--- src/rtl/cmd_issue_arbiter.sv ---
// Two-requester front end for the host cmd_controller: arbitrate, issue, time out, return response.
// Define CMD_ARB_FIXED_PRIORITY_EN to make requester 0 win every tie instead of round robin.
module cmd_issue_arbiter #(
  parameter int TIMEOUT_CYCLES = 64,
  parameter int TIMER_W        = 16
) (
  input  logic         clock,
  input  logic         reset,
  input  logic         req0_valid,
  input  logic [5:0]   req0_index,
  input  logic [31:0]  req0_argument,
  output logic         req0_ack,
  output logic         req0_done,
  input  logic         req1_valid,
  input  logic [5:0]   req1_index,
  input  logic [31:0]  req1_argument,
  output logic         req1_ack,
  output logic         req1_done,
  output logic         done_timeout,
  output logic [135:0] resp_data,
  input  logic         timeout_enable,
  output logic         new_command,
  output logic [5:0]   cmd_index,
  output logic [31:0]  cmd_argument,
  input  logic         cmd_done,
  input  logic [135:0] cmd_response,
  output logic         cmd_timeout
);

  typedef enum logic [1:0] {IDLE, ISSUE, WAIT, DONE} state_t;
  typedef struct packed {
    logic [5:0]  index;
    logic [31:0] argument;
  } cmd_t;

  state_t             state, state_nxt;
  cmd_t   [1:0]       req;
  logic   [1:0]       req_valid, ack, done;
  logic   [TIMER_W-1:0] timer;
  logic               grant, grant_nxt;
  logic               tick, expire;

  assign req_valid = {req1_valid, req0_valid};
  assign req[0]    = {req0_index, req0_argument};
  assign req[1]    = {req1_index, req1_argument};
  assign {req1_ack, req0_ack}   = ack;
  assign {req1_done, req0_done} = done;

  assign tick   = (state == WAIT) && timeout_enable;
  assign expire = tick && (timer == TIMER_W'(1));

`ifdef CMD_ARB_FIXED_PRIORITY_EN
  assign grant_nxt = ~req_valid[0];
`else
  logic last_grant;
  // On a tie, hand the grant to whoever was not served last.
  assign grant_nxt = (&req_valid) ? ~last_grant : ~req_valid[0];
`endif

  always_ff @(posedge clock or posedge reset) begin
    if (reset) state <= IDLE;
    else       state <= state_nxt;
  end

  always_comb begin
    state_nxt = state;
    case (state)
      IDLE:    if (|req_valid) state_nxt = ISSUE;
      ISSUE:   state_nxt = WAIT;
      WAIT:    if (cmd_done || expire) state_nxt = DONE;
      DONE:    state_nxt = IDLE;
      default: state_nxt = IDLE;
    endcase
  end

  always_ff @(posedge clock or posedge reset) begin
    if (reset) begin
      ack          <= '0;
      done         <= '0;
      done_timeout <= 1'b0;
      new_command  <= 1'b0;
      cmd_timeout  <= 1'b0;
      cmd_index    <= '0;
      cmd_argument <= '0;
      resp_data    <= '0;
      timer        <= '0;
      grant        <= 1'b0;
`ifndef CMD_ARB_FIXED_PRIORITY_EN
      last_grant   <= 1'b1;
`endif
    end else begin
      ack          <= '0;
      done         <= '0;
      done_timeout <= 1'b0;
      new_command  <= 1'b0;
      cmd_timeout  <= 1'b0;
      case (state)
        IDLE: if (|req_valid) begin
          grant                     <= grant_nxt;
          {cmd_index, cmd_argument} <= req[grant_nxt];
          ack[grant_nxt]            <= 1'b1;
        end
        ISSUE: begin
          new_command <= 1'b1;
          timer       <= TIMER_W'(TIMEOUT_CYCLES);
        end
        WAIT: begin
          if (tick) timer <= timer - 1'b1;
          // A response landing on the expiry cycle still counts as a response.
          if (cmd_done) begin
            resp_data   <= cmd_response;
            done[grant] <= 1'b1;
          end else if (expire) begin
            cmd_timeout  <= 1'b1;
            done_timeout <= 1'b1;
            done[grant]  <= 1'b1;
          end
        end
        DONE: begin
`ifndef CMD_ARB_FIXED_PRIORITY_EN
          last_grant <= grant;
`endif
        end
        default: ;
      endcase
    end
  end

endmodule

--- config.mk ---
export PLATFORM = sky130hd
export DESIGN_NAME = cmd_issue_arbiter
export DESIGN_NICKNAME = d
export VERILOG_FILES = /design/src/rtl/cmd_issue_arbiter.sv
export SDC_FILE = /design/constraint.sdc
export NUM_CORES = 1
export LEC_CHECK = 0
export CAP_MARGIN = 20
export CORE_AREA = 2 2 157 159
export CTS_BUF_LIST = sky130_fd_sc_hd__clkbuf_4 sky130_fd_sc_hd__clkbuf_8 sky130_fd_sc_hd__clkbuf_16
export DETAILED_ROUTE_END_ITERATION = 7
export DIE_AREA = 0 0 159 161
export PLACE_DENSITY = 0.69
export SETUP_SLACK_MARGIN = 0.15
export SYNTH_ARGS = -nofsm -noshare
export SYNTH_HDL_FRONTEND = slang
export SYNTH_SLANG_ARGS = --single-unit
--- constraint.sdc ---
create_clock -name clock -period 7.4 [get_ports clock]
set_input_delay 0.74 -clock clock [delete_from_list [all_inputs] [get_ports clock]]
set_output_delay 0.74 -clock clock [all_outputs]
set_load 0.02 [all_outputs]
# Word level (Yosys, flattened, before mapping)
# Index checks and enable logic that the tools add are counted.
dict set report totals {
  in_bits 218
  output_inout_bits 181
  word_cells 59
  reg_bits 200
}
dict set report classes {
  n_reduce_logical 13
  bitwise_logic 2
  eq_ne 7
  n_mux 21
  add_sub_neg 1
  n_lt_le_gt_ge 4
}
# operator n
set op_table {}
lappend op_table {{2-to-1 mux 38 bit} 2}
lappend op_table {{one-hot mux 16 bit (2 select lines)} 1}
lappend op_table {{equality test 16 x 1 -> 1 bit, second input constant} 1}
lappend op_table {{2-to-1 mux 16 bit} 1}
lappend op_table {{subtractor 16 x 1 -> 16 bit, second input constant} 1}
lappend op_table {{2-to-1 mux 2 bit} 7}
lappend op_table {{AND reduction 2 bit} 5}
lappend op_table {{one-hot mux 2 bit (4 select lines)} 1}
lappend op_table {{2-to-1 mux 1 bit} 7}
lappend op_table {{equality test 2 bit, second input constant} 2}
lappend op_table {{logical AND 1 bit} 4}
lappend op_table {{less-than comparator 1 x 2 -> 1 bit, second input constant} 2}
lappend op_table {{!= test 2 bit, second input constant} 2}
lappend op_table {{demux 1 bit (select 1 bit)} 2}
lappend op_table {{equality test 2 x 1 -> 1 bit, second input constant} 1}
lappend op_table {{greater-or-equal comparator 1 bit, second input constant} 2}
lappend op_table {{zero test 2 bit} 1}
lappend op_table {{!= test 2 x 1 -> 1 bit, second input constant} 1}
lappend op_table {{inverter 1 bit} 2}
lappend op_table {{nonzero test 2 bit} 1}
lappend op_table {{OR reduction 2 bit} 1}
lappend op_table {{logical OR 1 bit} 1}

# Logic depth before layout (Yosys ltp)
# Gate-level depths: netlist (run 1).
dict set report depth {
  depth_word 8
  depth_mapped 7
  ltp_nobuf 6
}

# Least setup slack after synthesis (run 1)
# No wires, ideal clock.
dict set report synth_timing {
  kind {flip-flop to flip-flop}
  startpoint {register state[0]}
  endpoint {register timer[9]}
  arrival_ns 1.732
  setup_slack_ns 5.542
  setup_time_ns 0.126
  path_stages_with_launch 8
  synth_period_minus_slack_ns 1.858
  t_required_ns 7.274
  n_path_buf 1
  cell_sequence {dfrtp_1 > inv_1 > ha_1 > buf_2 > and4bb_4 > nand4_4 > or4_4 > mux2i_1}
}
dict set report synth_between {
  elab_chain_len 4
  elab_cells_between_ends 7
  cone_classes {eq/ne: 3; mux: 1; reduce/logical: 3}
}
# item line
set synth_rtl {}
lappend synth_rtl {{from (decl)} 36} ;# state_t state, state_nxt;
lappend synth_rtl {{from (signal assigned)} 62} ;# else state <= state_nxt;
lappend synth_rtl {{equality test 2 bit} {49, 97}}
lappend synth_rtl {{logical AND 1 bit} 49} ;# assign tick = (state == WAIT) && timeout_enable;
lappend synth_rtl {{!= test 2 bit (no line)} n/a}
lappend synth_rtl {{AND reduction 2 bit (no line)} n/a}
lappend synth_rtl {{to (signal assigned)} 105} ;# timer <= TIMER_W'(TIMEOUT_CYCLES);
lappend synth_rtl {{to (signal assigned)} 108} ;# if (tick) timer <= timer - 1'b1;
lappend synth_rtl {{to (decl)} 39} ;# logic [TIMER_W-1:0] timer;
# Parallel ways exist; a longest one is shown, timed or not.
# A chain may end at the register's enable or synchronous reset.

# Final worst setup path (run 1)
dict set report layout_timing {
  startpoint {register state[0]}
  endpoint {register resp_data[34]}
}
dict set report layout_between {
  elab_chain_len 2
}
# item line
set layout_rtl {}
lappend layout_rtl {{equality test 2 bit} 97} ;# case (state)
lappend layout_rtl {{AND reduction 2 bit (no line)} n/a}
lappend layout_rtl {{to (signal assigned)} 111} ;# resp_data <= cmd_response;
lappend layout_rtl {{to (decl)} 20} ;# output logic [135:0] resp_data,
# No other way between the ends.

==> out/summary.txt, run 1 <==
Clock Skews -> 14.19 ps
GP Congestion -> 0.7786
Pwr/cell area -> 439.5 mW/mm2
Critical path class -> register to register
Cell with the most instances after synthesis -> dfrtp_1
Final ANT Viol Nets -> 0
I/O pins -> 399
Share of layout cells above drive strength 1 -> 0.1878
Simple-Gate Fraction of Synth Area -> 0.05901
Starting density of the core -> 0.3371
Final instance area -> 0.01304 mm2
CTS tree -> yes
Number of antenna diodes -> 0
Final setup TNS -> 0 ps
Synthesized cell area -> 0.008079 mm2
Final total power -> 5.730 mW
Max clock buf depth -> 2
Yosys top cell area share -> 0.6164
Hold depth -> 2
Hold slack -> 478.7 ps
Post-Place Cells -> 1277
Core area -> 0.02396 mm2
Fill cells -> 2139
Ys async rst share -> 1.000
Top post-synthesis cells by area -> dfrtp_1, mux2_2, mux2i_1
Final Setup Violations -> 0
Final HPWL DP -> 17310 um
H-tree Lvls -> 4
Clock Sinks -> 200
Row Count -> 57
Grt ovf -> 0
Gate Count Post-Synth -> 581
Input/output buffers -> 398
CTS hold repair buffers -> 0
Clk Latency, worst-skew pair -> 430 ps
Highest fanout seen on the critical path -> 72
CTS buffer count -> 17
Synthesis-to-layout area growth -> 61.36%
Die boundary width -> 159 um
First-pass GRT wire length -> 35610 um
Max stage delay on crit path -> 840 ps
Largest family of logic cells by synthesized area -> multiplexers
Layout Utilization -> 0.5440
R2R depth -> 5
# Post-CTS Setup Buffers -> 0
PostCTS Resize Cnt -> 0
Pleak -> 5.571 nW
Initial antenna violation count -> 0
Sequential fraction of the synthesis area -> 0.6196
Synth cell types -> 38
Die H -> 161 um
Final Max Slew Viols -> 0
Post-synthesis mux area share -> 0.2456
Hold Crit Class -> register to register
Slowest CP cell -> buf_4
Die Area -> 0.02560 mm2
Total Wirelength -> 23120 um
CP Data Arrival Time -> 3470 ps
Crit-path cells -> inv_1 > ha_1 > nand2_4 > buf_4 > mux2_2
Fin cells -> 1309
Worst VDD drop -> 0.1810 mV
Max-cap violations -> 0
Largest net degree at the start of global routing -> 136
DRT iter0 DRCs -> 289
Fmax -> 317.1 MHz
Status -> finished, final reports clean
Yosys warning total -> 0
Setup WS pre-CTS -> 3963 ps
Synth Area in Adders -> 0.01084
Synth Area in XOR/XNOR -> 0.005420
Final Critical Period -> 3154 ps
Final #Nets -> 1197
Unrepaired setup endpoints after global routing -> false
TritonRoute pass-1 iters -> 4
Required @ worst endpoint -> 7720 ps
Top cells by count, synth -> dfrtp_1, mux2_2, nand2_1
Top_reg_cell synth -> dfrtp_1
Compound-Gate Fraction of Synth Area -> 0.03934
Placed Area -> 0.01240 mm2
Syn_area_per_cell -> 13.91 um2
Synthesized Nets -> 806
# DRC -> 0
Detailed-route wire length per cell -> 17.66 um
Vias in the first global route -> 6255
Final Hold Fails -> 0
Root buf cell -> clkbuf_16
CP endpoint kind -> register
Vias per cell -> 4.613
Yosys top cell by area -> dfrtp_1
Max-slew headroom -> 0.3485
Final Cycle Share -> 0.4262
Worst-path clk slew -> 70 ps
Overall routing resource usage -> 0.1798
Slew @ Worst Pin -> 977.3 ps
Final worst slack -> 4246 ps
Via count -> 6038
Critical Path Start Type -> register
Number of synthesized register bits -> 200
Number of synthesized flops with an enable pin -> 0
## routing by layer
metal,vias up,GRT usage,wire length [um],share of wire
met5,-,0,0,0
met1,2918,0.2067,9204,0.40
met4,0,0.05289,478,0.021
li1,2823,-,-,-
met2,272,0.3184,11660,0.50
met3,25,0.06163,1784,0.077
## path summary, 6_finish.rpt
check / startpoint / end / slack [ps]
max in group asynchronous: reset / resp_data[128] / 4990
max reg2reg: state[0] / resp_data[34] / 4250
min reg2reg: cmd_argument[14] / cmd_argument[14] / 480
min: cmd_argument[14] / cmd_argument[14] / 480
min in group asynchronous: reset / resp_data[121] / 880
max: state[0] / resp_data[34] / 4250
## cells by family (layout without fill, tap and decap cells)
logic type	count (synthesis)	count (layout)
DFF	200	200
muxes	181	181
and+or+nand+nor	95	95
AOI/OAI and AO/OA	57	57
buffers and inverters	36	440
adders and majority gates	7	7
xor gates and xnor gates	5	5
## critical path: cells and delay by family (launching register included)
kind / cells / cell delay (ps)
fa+ha+maj: 1 / 430
buf+inv: 2 / 950
flops: 1 / 400
mux: 1 / 420
simple gates: 1 / 730
## layout by cell type (no fill, tap or decap), types with 6 or more instances in the layout
cell type        instances
nor2_1                  10
nand2_1                 53
mux2_2                 138
dfrtp_1                199
ha_1                     7
o21ai_0                 42
clkdlybuf4s50_1        398
mux2i_1                 43
clkbuf_16               17
nand3_1                  6
## flip-flops by register name, summed over array words and instances, names as in the netlist
signal        flops
resp_data       136
cmd_argument     32
timer            16
cmd_index         6
ack               2
done              2
state             2
cmd_timeout       1
grant             1
last_grant        1
new_command       1
## where the power goes
part           internal (mW)  switching [mW]  total [mW]
Combinational           1.45            1.36        2.81
Clock                  0.527           0.466       0.993
Sequential              1.63           0.293        1.93
Total                   3.61            2.12        5.73
## final cells by class
cell class	instances	area [um2]	share of cell area
Sequential cell	200	5006	0.3840
Timing Repair Buffer	402	4014	0.3079
Multi-Input combinational cell	345	2940	0.2255
Clock buffer	18	432.9	0.03321
Tap cell	324	405.4	0.03110
Clock inverter	14	207.7	0.01593
Inverter	6	30.03	0.002303
No activity file was read; power rests on OpenSTA's default activity.
==> run 2, diff against run 1 <==
- CORE_AREA: 2 2 157 159 -> 2 2 156 158
- DIE_AREA: 0 0 159 161 -> 0 0 158 160
- PLACE_DENSITY: 0.69 -> 0.73
- clock period: 7.4 -> 2.9 ns (I/O delays scaled with it)
==> run 2 against run 1 <==
Effect of this change: routed wire length down 3.3%; final area rose by 1.1%; core utilization rose by 0.92 points; first-iteration DRC count shrank 17%; global-route usage is 0.26 points lower; clock power increased by 150%; cell count up 0.76%; sequential power grew to 2.5 times the previous value; setup slack worse by 3400 ps; count of clock-buffer cells in the layout unchanged; clock skew is 2.2 ps lower.
==> out/summary.txt, run 2 (synthesized netlist as in run 1, its figures left out) <==
Largest net degree at the start of global routing -> 51
Critical Path Start Type -> register
# Post-CTS Setup Buffers -> 0
Synthesis-to-layout area growth -> 63.13%
Final Max Slew Viols -> 0
Clock Skews -> 11.95 ps
Row Count -> 57
Highest fanout seen on the critical path -> 8
Status -> finished, final reports clean
Worst VDD drop -> 0.4051 mV
Pwr/cell area -> 1107 mW/mm2
Die H -> 160 um
# DRC -> 0
Hold slack -> 350.2 ps
Input/output buffers -> 398
Final worst slack -> 854.2 ps
Number of antenna diodes -> 0
R2r setup slk -> 850 ps
Initial antenna violation count -> 1
Max FFs per register -> 136
GP Congestion -> 0.7148
CP Data Arrival Time -> 2350 ps
Most flops, register -> resp_data
Fill cells -> 2071
Final Critical Period -> 2046 ps
Final Setup Violations -> 0
CTS buffer count -> 17
Detailed-route wire length per cell -> 16.95 um
Die Area -> 0.02528 mm2
Clk Latency, worst-skew pair -> 430 ps
RR Startpoint -> state[0]
Final HPWL DP -> 17080 um
Max clock buf depth -> 2
First-pass GRT wire length -> 34350 um
Biggest regs -> resp_data (136), cmd_argument (32), timer (16)
CTS hold repair buffers -> 0
Max-cap violations -> 0
Overall routing resource usage -> 0.1772
Final Hold Fails -> 0
DRT iter0 DRCs -> 239
Die boundary width -> 158 um
Met1 WL -> 8690 um
Starting density of the core -> 0.3392
Top Layer Used -> met5
CP endpoint kind -> register
Grt ovf -> 0
Final ANT Viol Nets -> 0
Final #Nets -> 1208
H-tree Lvls -> 4
Required @ worst endpoint -> 3210 ps
Clock Sinks -> 200
WL met3 -> 2156 um
Final total power -> 14.59 mW
Share of layout cells above drive strength 1 -> 0.1960
Commonest non-fill, non-tap cells in the layout -> clkdlybuf4s50_1, dfrtp_1, mux2_2
R2R Path End -> timer[9]
Total Wirelength -> 22360 um
Hold Crit Class -> input port to asynchronous set/reset pin
Slew @ Worst Pin -> 723.7 ps
Critical path class -> register to register
PostCTS Resize Cnt -> 0
Fmax -> 488.8 MHz
Vias per cell -> 4.539
CTS tree -> yes
Vias in the first global route -> 6264
Core area -> 0.02382 mm2
Max-slew headroom -> 0.5165
R2R depth -> 6
Commonest non-fill, non-tap cell in the layout -> clkdlybuf4s50_1
TritonRoute pass-1 iters -> 4
Final Cycle Share -> 0.7055
Root buf cell -> clkbuf_16
Worst-path clk slew -> 80 ps
I/O pins -> 399
Setup WS pre-CTS -> 828.1 ps
Unrepaired setup endpoints after global routing -> false
Routed wl met2 -> 11160 um
Final setup TNS -> 0 ps
Pleak -> 5.638 nW
Via count -> 5987
Layout Utilization -> 0.5533
-- run 2: layout make-up --
cell class              instances  area (um2)  share of cell area
flip-flops and latches        200        5006              0.3799
clock buffers                  18       439.2             0.03332
clock inverters                13       165.2             0.01253
multi-input cells             345        2940              0.2231
well taps                     324       405.4             0.03076
inverters                       6       26.28            0.001994
repair buffers                413        4197              0.3184
-- run 2: how the worst max path moves through the flow --
stage	from	to	slack, ps	depth (start not counted)
2_1_floorplan	reset	ack[0]	20	1
3_3_place_gp	timeout_enable	timer[9]	860	5
3_5_place_dp	cmd_done	resp_data[108]	830	4
4_1_cts	state[0]	timer[9]	850	6
5_1_grt	state[0]	timer[9]	740	6
6_report	state[0]	timer[9]	850	6
-- run 2: critical path, stage by stage (launching register included) --
cell and delay [ps]:
dfrtp_1 410, inv_1 140, ha_1 360, and4bb_4 330
nand4_4 140, or4_4 440, mux2i_1 130
-- run 2: power by group --
part / internal, mW / switching [mW] / total (mW)
registers: 4.17 / 0.746 / 4.92
logic: 3.76 / 3.47 / 7.23
clock network: 1.32 / 1.12 / 2.45
-- run 2: layer usage --
| layer | global-route usage | vias up |
|---|---|---|
| met5 | 0 | - |
| met4 | 0.05078 | 2 |
| met3 | 0.06621 | 25 |
| met2 | 0.3053 | 273 |
| met1 | 0.2052 | 2854 |
| li1 | - | 2833 |
-- run 2: stage by stage --
step	std cells	instance area, um2
3_3_place_gp	1288	12570
5_1_grt	1319	13180
4_1_cts	1319	13180
2_1_floorplan	581	8083
3_5_place_dp	1288	12570
6_report	1319	13180
==> run 3, diff against run 2 <==
- CORE_AREA: 2 2 156 158 -> 2 2 157 159
- DIE_AREA: 0 0 158 160 -> 0 0 159 161
- PLACE_DENSITY: 0.73 -> 0.69
- clock period: 2.9 -> 2.1 ns (I/O delays scaled with it)
==> run 3 against run 2 <==
Effect of this change: clock power up 30%; power up 38%; flip-flop and latch count unchanged; final area up 0.34%; largest cell class unchanged; setup slack worse by 590 ps; non-clock buffer count up 4.
==> out/summary.txt, run 3 (synthesized netlist as in run 1, its figures left out) <==
Status -> finished, final reports clean
R2R depth -> 6
Detailed-route wire length per cell -> 17.62 um
First-pass GRT wire length -> 36410 um
Via count -> 6116
Max-slew headroom -> 0.6478
Final Max Slew Viols -> 0
Critical Path Start Type -> register
Net switching power -> 7.480 mW
Required @ worst endpoint -> 2410 ps
Hold Crit Class -> input port to asynchronous set/reset pin
GRT met2 Usage -> 0.3150
Layout Utilization -> 0.5518
Final HPWL DP -> 17850 um
Input/output buffers -> 398
Placed Area -> 0.01259 mm2
Vias per cell -> 4.616
Max FFs per register -> 136
Internal power -> 12.69 mW
Setup WS pre-CTS -> 170.7 ps
Final Setup Violations -> 0
Clock Sinks -> 200
Clk Latency, worst-skew pair -> 430 ps
Pleak -> 5.654 nW
Post-Place Cells -> 1290
Slowest CP cell -> or4_4
Final #Nets -> 1212
Final instance area -> 0.01322 mm2
Unrepaired setup endpoints after global routing -> false
Largest net degree at the start of global routing -> 89
Root buf cell -> clkbuf_16
CP Data Arrival Time -> 2140 ps
Max clock buf depth -> 2
Overall routing resource usage -> 0.1837
Core area -> 0.02396 mm2
Die H -> 161 um
Clock Power Share -> 0.158
CTS tree -> yes
Biggest regs -> resp_data (136), cmd_argument (32), timer (16)
Synthesis-to-layout area growth -> 63.68%
Initial antenna violation count -> 1
Max-cap violations -> 0
Commonest non-fill, non-tap cell in the layout -> clkdlybuf4s50_1
Share of layout cells above drive strength 1 -> 0.2010
Pwr/cell area -> 1525 mW/mm2
Fin cells -> 1325
Starting density of the core -> 0.3371
CTS hold repair buffers -> 0
Final ANT Viol Nets -> 0
DRT iter0 DRCs -> 201
Die Area -> 0.02560 mm2
Commonest non-fill, non-tap cells in the layout -> clkdlybuf4s50_1, dfrtp_1, mux2_2
Final Hold Fails -> 0
Combinational power share -> 0.506
Final Critical Period -> 1832 ps
Row Count -> 57
# DRC -> 0
Critical path class -> register to register
Clock Skews -> 22.06 ps
Die boundary width -> 159 um
Worst VDD drop -> 0.7760 mV
Most flops, register -> resp_data
Highest fanout seen on the critical path -> 5
Share of total power in sequential cells -> 0.336
Max stage delay on crit path -> 440 ps
TritonRoute pass-1 iters -> 4
Worst-path clk slew -> 80 ps
Final setup TNS -> 0 ps
Final Cycle Share -> 0.8724
H-tree Lvls -> 4
Vias in the first global route -> 6363
GP Congestion -> 0.7761
CP endpoint kind -> register
I/O pins -> 399
Met3 usage -> 0.06215
Sw frac -> 0.3709
Crit-path cells -> inv_1 > ha_1 > and4bb_4 > nand4_4 > or4_4 > mux2i_1
Grt ovf -> 0
Fmax -> 545.8 MHz
Total Wirelength -> 23340 um
GRT met1 Usage -> 0.2176
CTS buffer count -> 17
Final worst slack -> 268.0 ps
Slew @ Worst Pin -> 528.4 ps
Most Crowded Layer GR -> met2
## run 3: cell count changes in the layout (fill, tap and decap cells not counted), sizes merged
cell    delta
clkbuf     +2
bufinv     -2
buf        +3
diode      +1
inv        +2
## run 3: metrics by stage
| stage | hold slack, ps | total power [mW] |
|---|---|---|
| floorplan | 283.5 | 11.99 |
| global placement | 460.0 | 16.90 |
| detailed placement | 469.2 | 17.08 |
| CTS | 269.5 | 20.36 |
| global route | 276.0 | 21.38 |
| finish | 267.3 | 20.16 |
## run 3: area by class of cell
cell class	instances	area (um2)
fill	2071	10740
timing repair buffer	417	4255
sequential	200	5006
multi-input combinational	345	2954
clock inverter	13	133.9
clock buffer	19	440.4
tap	324	405.4
antenna	1	2.502
inverter	6	26.28
## run 3: timing repair
action | CTS | global route
setup endpoints to repair | 0 | 50
resized for setup | 0 | 4
buffers inserted | 0 | 1
## run 3: power groups by stage
stage | registers [mW] | clock network (mW) | logic [mW]
4_1_cts | 6.79 | 3.30 | 10.3
3_3_place_gp | 6.80 | 0 | 10.1
2_1_floorplan | 8.90 | 0 | 3.09
3_5_place_dp | 6.85 | 0 | 10.2
6_report | 6.78 | 3.19 | 10.2
5_1_grt | 7.06 | 3.45 | 10.9
## run 3: worst paths after layout
path                       slack (ps)             end              from
setup / recovery                  270        timer[9]          state[0]
hold / removal                    270   resp_data[29]             reset
setup reg to reg                  270        timer[9]          state[0]
hold reg to reg                   480    cmd_index[2]      cmd_index[2]
max in group asynchronous        1340  resp_data[106]             reset
min in group clock                390   resp_data[21]  cmd_response[21]
## run 3: critical path, delay by kind of cell (launching register included)
kind | cells | cell delay (ps)
muxes | 1 | 130
and+or+nand+nor | 3 | 860
DFF | 1 | 420
adders and majority gates | 1 | 190
buffers and inverters | 1 | 140
## run 3: metal layers
| layer | wire (um) | share of wire |
|---|---|---|
| met4 | 562 | 0.024 |
| met3 | 1843 | 0.079 |
| met5 | 0 | 0 |
| met2 | 11660 | 0.50 |
| met1 | 9272 | 0.40 |
